<file path="config.mk">
export PLATFORM = sky130hd
export DESIGN_NAME = cla6_mp_add_seq
export DESIGN_NICKNAME = d
export VERILOG_FILES = /design/src/rtl/cla6_mp_add_seq_pkg.sv /design/src/rtl/cla6_mp_add_seq_cla6.sv /design/src/rtl/cla6_mp_add_seq.sv
export SDC_FILE = /design/constraint.sdc
export NUM_CORES = 1
export LEC_CHECK = 0
export BUFFER_PORTS_ARGS = -buffer_cell sky130_fd_sc_hd__buf_2
export CORE_MARGIN = 8
export CORE_UTILIZATION = 43
export DETAILED_ROUTE_END_ITERATION = 7
export GPL_ROUTABILITY_DRIVEN = 0
export MAX_ROUTING_LAYER = met4
export PLACE_DENSITY = 0.65
export RECOVER_POWER = 100
export SLEW_MARGIN = 10
export SYNTH_ARGS = -nofsm -noshare
export SYNTH_HDL_FRONTEND = slang
export SYNTH_SLANG_ARGS = --single-unit
</file>
<file path="constraint.sdc">
create_clock -name clk -period 8.25 [get_ports clk]
set_input_delay 1.2375 -clock clk [delete_from_list [all_inputs] [get_ports clk]]
set_output_delay 1.2375 -clock clk [all_outputs]
set_load 0.05 [all_outputs]
</file>
<file path="src/rtl/cla6_mp_add_seq_pkg.sv">
// Shared definitions for the chunked multi-precision add/subtract sequencer.
package cla6_mp_add_seq_pkg;

  // Width of one adder chunk.
  localparam int unsigned CLA_CHUNK = 6;

  // Sequencer states; encoding 2'd3 is unused and recovers to ST_IDLE.
  typedef enum logic [1:0] {
    ST_IDLE = 2'd0,
    ST_RUN  = 2'd1,
    ST_DONE = 2'd2
  } state_e;

  // Width of the chunk index: max(1, clog2(words)).
  function automatic int unsigned k_width(input int unsigned words);
    return (words > 1) ? $clog2(words) : 1;
  endfunction

endpackage

</file>
<file path="src/rtl/cla6_mp_add_seq_cla6.sv">
// CLA6: purely combinational 6-bit carry-lookahead adder.
module CLA6
  import cla6_mp_add_seq_pkg::*;
(
  input  logic [CLA_CHUNK-1:0] A,
  input  logic [CLA_CHUNK-1:0] B,
  input  logic                 Cin,
  output logic [CLA_CHUNK-1:0] So,
  output logic                 Cout
);

  logic [CLA_CHUNK-1:0] g;
  logic [CLA_CHUNK-1:0] p;
  logic [CLA_CHUNK:0]   c;
  logic                 acc;
  logic                 pp;

  // Each carry is expanded as a flat generate/propagate sum-of-products
  // over all lower positions, so no carry depends on another carry.
  always_comb begin
    g    = A & B;
    p    = A ^ B;
    c    = '0;
    acc  = 1'b0;
    pp   = 1'b1;
    c[0] = Cin;
    for (int unsigned i = 0; i < CLA_CHUNK; i++) begin
      acc = 1'b0;
      pp  = 1'b1;
      for (int unsigned j = 0; j <= i; j++) begin
        acc = acc | (pp & g[i-j]);
        pp  = pp & p[i-j];
      end
      c[i+1] = acc | (pp & Cin);
    end
  end

  assign So   = p ^ c[CLA_CHUNK-1:0];
  assign Cout = c[CLA_CHUNK];

endmodule

</file>
<file path="src/rtl/cla6_mp_add_seq.sv">
// cla6_mp_add_seq: feeds a 6*WORDS-bit add/subtract through one shared CLA6,
// one chunk per clock, LSB first, with a start/done handshake.
module cla6_mp_add_seq
  import cla6_mp_add_seq_pkg::*;
#(
  parameter int unsigned WORDS = 4
) (
  input  logic                       clk,
  input  logic                       rst,
  input  logic                       start,
  input  logic                       sub,
  input  logic                       cin,
  input  logic [CLA_CHUNK*WORDS-1:0] a_in,
  input  logic [CLA_CHUNK*WORDS-1:0] b_in,
  output logic                       ready,
  output logic                       busy,
  output logic                       done,
  output logic [CLA_CHUNK*WORDS-1:0] sum,
  output logic                       cout,
  output logic                       ovf
);

  localparam int unsigned W  = CLA_CHUNK * WORDS;
  localparam int unsigned KW = k_width(WORDS);
  localparam logic [KW-1:0] K_LAST = KW'(WORDS - 1);

  state_e         state_q, state_d;
  logic [KW-1:0]  k_q, k_d;
  logic           carry_q, carry_d;
  logic [W-1:0]   a_q, a_d;
  logic [W-1:0]   b_q, b_d;
  logic [W-1:0]   sum_q, sum_d;
  logic           cout_q, cout_d;
  logic           ovf_q, ovf_d;

  logic [CLA_CHUNK-1:0] cla_a;
  logic [CLA_CHUNK-1:0] cla_b;
  logic [CLA_CHUNK-1:0] cla_so;
  logic                 cla_co;

  assign cla_a = a_q[k_q*CLA_CHUNK +: CLA_CHUNK];
  assign cla_b = b_q[k_q*CLA_CHUNK +: CLA_CHUNK];

  CLA6 u_cla6 (
    .A    (cla_a),
    .B    (cla_b),
    .Cin  (carry_q),
    .So   (cla_so),
    .Cout (cla_co)
  );

  // Next-state logic: operand capture, per-chunk writeback, final flags.
  always_comb begin
    state_d = state_q;
    k_d     = k_q;
    carry_d = carry_q;
    a_d     = a_q;
    b_d     = b_q;
    sum_d   = sum_q;
    cout_d  = cout_q;
    ovf_d   = ovf_q;
    case (state_q)
      ST_IDLE: begin
        if (start) begin
          a_d     = a_in;
          b_d     = sub ? ~b_in : b_in;
          carry_d = sub ? 1'b1 : cin;
          k_d     = '0;
          state_d = ST_RUN;
        end
      end
      ST_RUN: begin
        sum_d[k_q*CLA_CHUNK +: CLA_CHUNK] = cla_so;
        carry_d = cla_co;
        if (k_q == K_LAST) begin
          // k holds on the last chunk instead of wrapping.
          cout_d  = cla_co;
          ovf_d   = (a_q[W-1] == b_q[W-1]) && (cla_so[CLA_CHUNK-1] != a_q[W-1]);
          state_d = ST_DONE;
        end else begin
          k_d = k_q + 1'b1;
        end
      end
      ST_DONE: begin
        state_d = ST_IDLE;
      end
      default: begin
        state_d = ST_IDLE;
      end
    endcase
  end

  // State and datapath registers; reset discards any in-flight operation.
  always_ff @(posedge clk or posedge rst) begin
    if (rst) begin
      state_q <= ST_IDLE;
      k_q     <= '0;
      carry_q <= 1'b0;
      a_q     <= '0;
      b_q     <= '0;
      sum_q   <= '0;
      cout_q  <= 1'b0;
      ovf_q   <= 1'b0;
    end else begin
      state_q <= state_d;
      k_q     <= k_d;
      carry_q <= carry_d;
      a_q     <= a_d;
      b_q     <= b_d;
      sum_q   <= sum_d;
      cout_q  <= cout_d;
      ovf_q   <= ovf_d;
    end
  end

  assign ready = (state_q == ST_IDLE);
  assign busy  = (state_q == ST_RUN);
  assign done  = (state_q == ST_DONE);
  assign sum   = sum_q;
  assign cout  = cout_q;
  assign ovf   = ovf_q;

endmodule
</file>
==> impl_metrics.env <==
export IMPL_h_tree_levels=3
export IMPL_tritoncts_num_buffers=9
export IMPL_cts_hold_buffers_added=0
export IMPL_crit_type="input pin to async pin"
export IMPL_tightest_slew_ns=4.12
export IMPL_post_route_fraction_of_the_period_consumed_by_the_critical_path=0.580
export IMPL_dp_hpwl_um=6450
export IMPL_synth_ff_latch_count=79
export IMPL_accumulated_negative_setup_slack_ns=0
export IMPL_report_final_setup_viol=0
export IMPL_synth_fp_nets=402
export IMPL_maxCapViolations=3
export IMPL_start_util=0.434
export IMPL_avgViaCountPerCell=5.24
export IMPL_flow_area_growth_from_synthesis_pct=15.9
export IMPL_fp_dieH_um=112
export IMPL_timing_max_transition_violations_final=185
export IMPL_syn_cell_area_um2=3930
export IMPL_outcome="finished, violations left"
export IMPL_fp_row_count=35
export IMPL_clk_insertion_delay_late_ns=0.35
export IMPL_grt_overflow=0
export IMPL_crit_path_cell_trace="buf_2, clkinv_2, clkbuf_1"
export IMPL_top_level_ports=82
export IMPL_worst_clock_skew_ns=0.00865
export IMPL_design_die_area_um2=12500
export IMPL_clk_pin_slew_ns=0.08
export IMPL_port_buffers=81
export IMPL_drt_first_pass_iters=4
export IMPL_fin_nets=482
export IMPL_number_of_synthesized_flops_with_an_enable_pin=0
export IMPL_worst_hold_path_num_cells=2
export IMPL_drc=0
export IMPL_critPathLaunchType="input pin"
export IMPL_grt_first_pass_wirelength_um=15100
export IMPL_synth_seq_area_share=0.503
export IMPL_post_cts_setup_buffers=0
export IMPL_clk_root_buffer_cell="clkbuf_8"
export IMPL_worst_endpoint_arrival_ns=4.29
export IMPL_die_x_um=112
export IMPL_vias=2782
export IMPL_grt_max_degree=80
export IMPL_hold_ws_ns=0.481
export IMPL_path_max_fanout=79
export IMPL_rsz0062_at_grt="false"
export IMPL_final_core_utilization=0.503
export IMPL_synth_async_reset_ratio=1.00
export IMPL_cp_slowest_stage_delay_ns=2.88
export IMPL_cts_sink_count=79
export IMPL_failed_checks="capacitance limit, slew limit"
export IMPL_layout_drive_gt1_share=0.271
export IMPL_synth_ff_type="dfrtp_1"
export IMPL_final_hold_violation_count=0
export IMPL_cts_resized_gates=0
export IMPL_ant_nets=0
export IMPL_cts_root_to_sink_buffers=2
export IMPL_synth_unique_cells=52
export IMPL_timing_critical_path_required_ns=7.76
export IMPL_globalRouteTotalUtil=0.153
export IMPL_max_freq_mhz=209
export IMPL_minimum_clock_period_ns=4.79
export IMPL_detail_route_iter0_violations=117
export IMPL_detail_route_wirelength_um=8830
export IMPL_critPathSlowestCell="clkbuf_1"
export IMPL_num_antenna_cells=0
export IMPL_cp_end_kind="async pin"
export IMPL_postSynthCellCount=335
export IMPL_core_area_um2=9060
export IMPL_cts_tree="built"
export IMPL_routed_wire_length_per_instance_um=16.6
export IMPL_holdCritPathClass="register to register"
export IMPL_syn_area_per_cell_um2=11.7
export IMPL_worst_r2r_path_depth=8
export IMPL_antenna_found_initial=0
export IMPL_grt_pass1_vias=3031
export IMPL_yosys_warnings=0
export IMPL_relSlewSlack=-1.75
==> stage by stage <==
step	setup WS, ns	instance area (um2)	cells
after CTS	5.20	4630	531
after floorplan	4.99	3930	335
after global routing	2.55	4560	531
final	3.46	4560	531
after detailed placement	5.24	4430	515
after global placement	5.29	4430	515
==> cells in the final DEF, fill, tap and decap left out, drive strengths merged, types with 2 or more instances in the layout <==
| cell type | synthesis | layout |
|---|---|---|
| a21o | 2 | 2 |
| a21oi | 26 | 26 |
| a22o | 8 | 8 |
| a32o | 3 | 3 |
| buf | 11 | 52 |
| clkbuf | 4 | 41 |
| clkinv | 1 | 5 |
| clkinvlp | 0 | 2 |
| dfrtp | 79 | 79 |
| ha | 13 | 13 |
| inv | 8 | 8 |
| mux2 | 25 | 25 |
| mux4 | 12 | 12 |
| nand2 | 23 | 23 |
| nand2b | 2 | 2 |
| nand3 | 2 | 2 |
| nand3b | 2 | 2 |
| nor2 | 35 | 35 |
| nor3 | 4 | 4 |
| nor4 | 2 | 2 |
| o211ai | 2 | 2 |
| o21a | 2 | 2 |
| o21ai | 13 | 13 |
| o31ai | 8 | 8 |
| or3 | 3 | 3 |
| or4 | 2 | 2 |
| xnor2 | 26 | 26 |
==> worst max-delay path: cells and delay by family <==
kind	cells	cell delay (ns)
buf+inv	3	3.01
==> area by class of cell <==
| type | instances | area, um2 |
|---|---|---|
| fillers | 844 | 4510 |
| flip-flops and latches | 79 | 1980 |
| well taps | 111 | 139 |
| repair buffers | 84 | 380 |
| multi-input cells | 232 | 1830 |
| clock buffers | 9 | 124 |
| clock inverters | 7 | 72.6 |
| inverters | 9 | 35.0 |
==> layer usage <==
metal | share of wire | up-vias | GRT usage
li1 | - | 1362 | -
met1 | 0.48 | 1333 | 0.196
met2 | 0.47 | 81 | 0.230
met3 | 0.051 | 6 | 0.0465
met4 | 0.0071 | 0 | 0.0401
met5 | 0 | - | -
==> synth_stat cells (all sizes together), types with 8 or more instances <==
cell type | number | area (um2)
a21oi | 26 | 130
a22o | 8 | 70.1
buf | 11 | 51.3
dfrtp | 79 | 1980
ha | 13 | 163
inv | 8 | 30.0
mux2 | 25 | 282
mux4 | 12 | 270
nand2 | 23 | 88.8
nor2 | 35 | 131
o21ai | 13 | 65.1
o31ai | 8 | 65.1
xnor2 | 26 | 228
==> flip-flops by register name (all words and copies together), names as in the netlist <==
name     count
carry_q      1
b_q         24
a_q         24
ovf          1
k_q          2
state_q      2
cout         1
sum         24
==> cell families (layout without fill, tap and decap cells) <==
kind of cell	after synthesis	count (layout)	synth area share
AND/OR/NAND/NOR	81	81	0.0958
multiplexers	38	38	0.143
flip-flops	79	79	0.503
XOR/XNOR	27	27	0.0602
buffers and inverters	24	109	0.0255
adder cells (fa/ha/maj)	14	14	0.0465
AO/OA/AOI/OAI	72	72	0.126
==> worst paths after layout <==
| path | startpoint | to | slack, ns |
|---|---|---|---|
| max in group clk | k_q[0] | sum[19] | 3.91 |
| hold reg to reg | sum[0] | sum[0] | 0.48 |
| setup / recovery | rst | b_q[13] | 3.46 |
| min in group asynchronous | rst | sum[1] | 2.49 |
| hold / removal | sum[0] | sum[0] | 0.48 |
| setup reg to reg | k_q[0] | sum[19] | 3.91 |
Power is not shown: default switching activity piles up to over one toggle a cycle in this logic, so the estimate is an artifact.
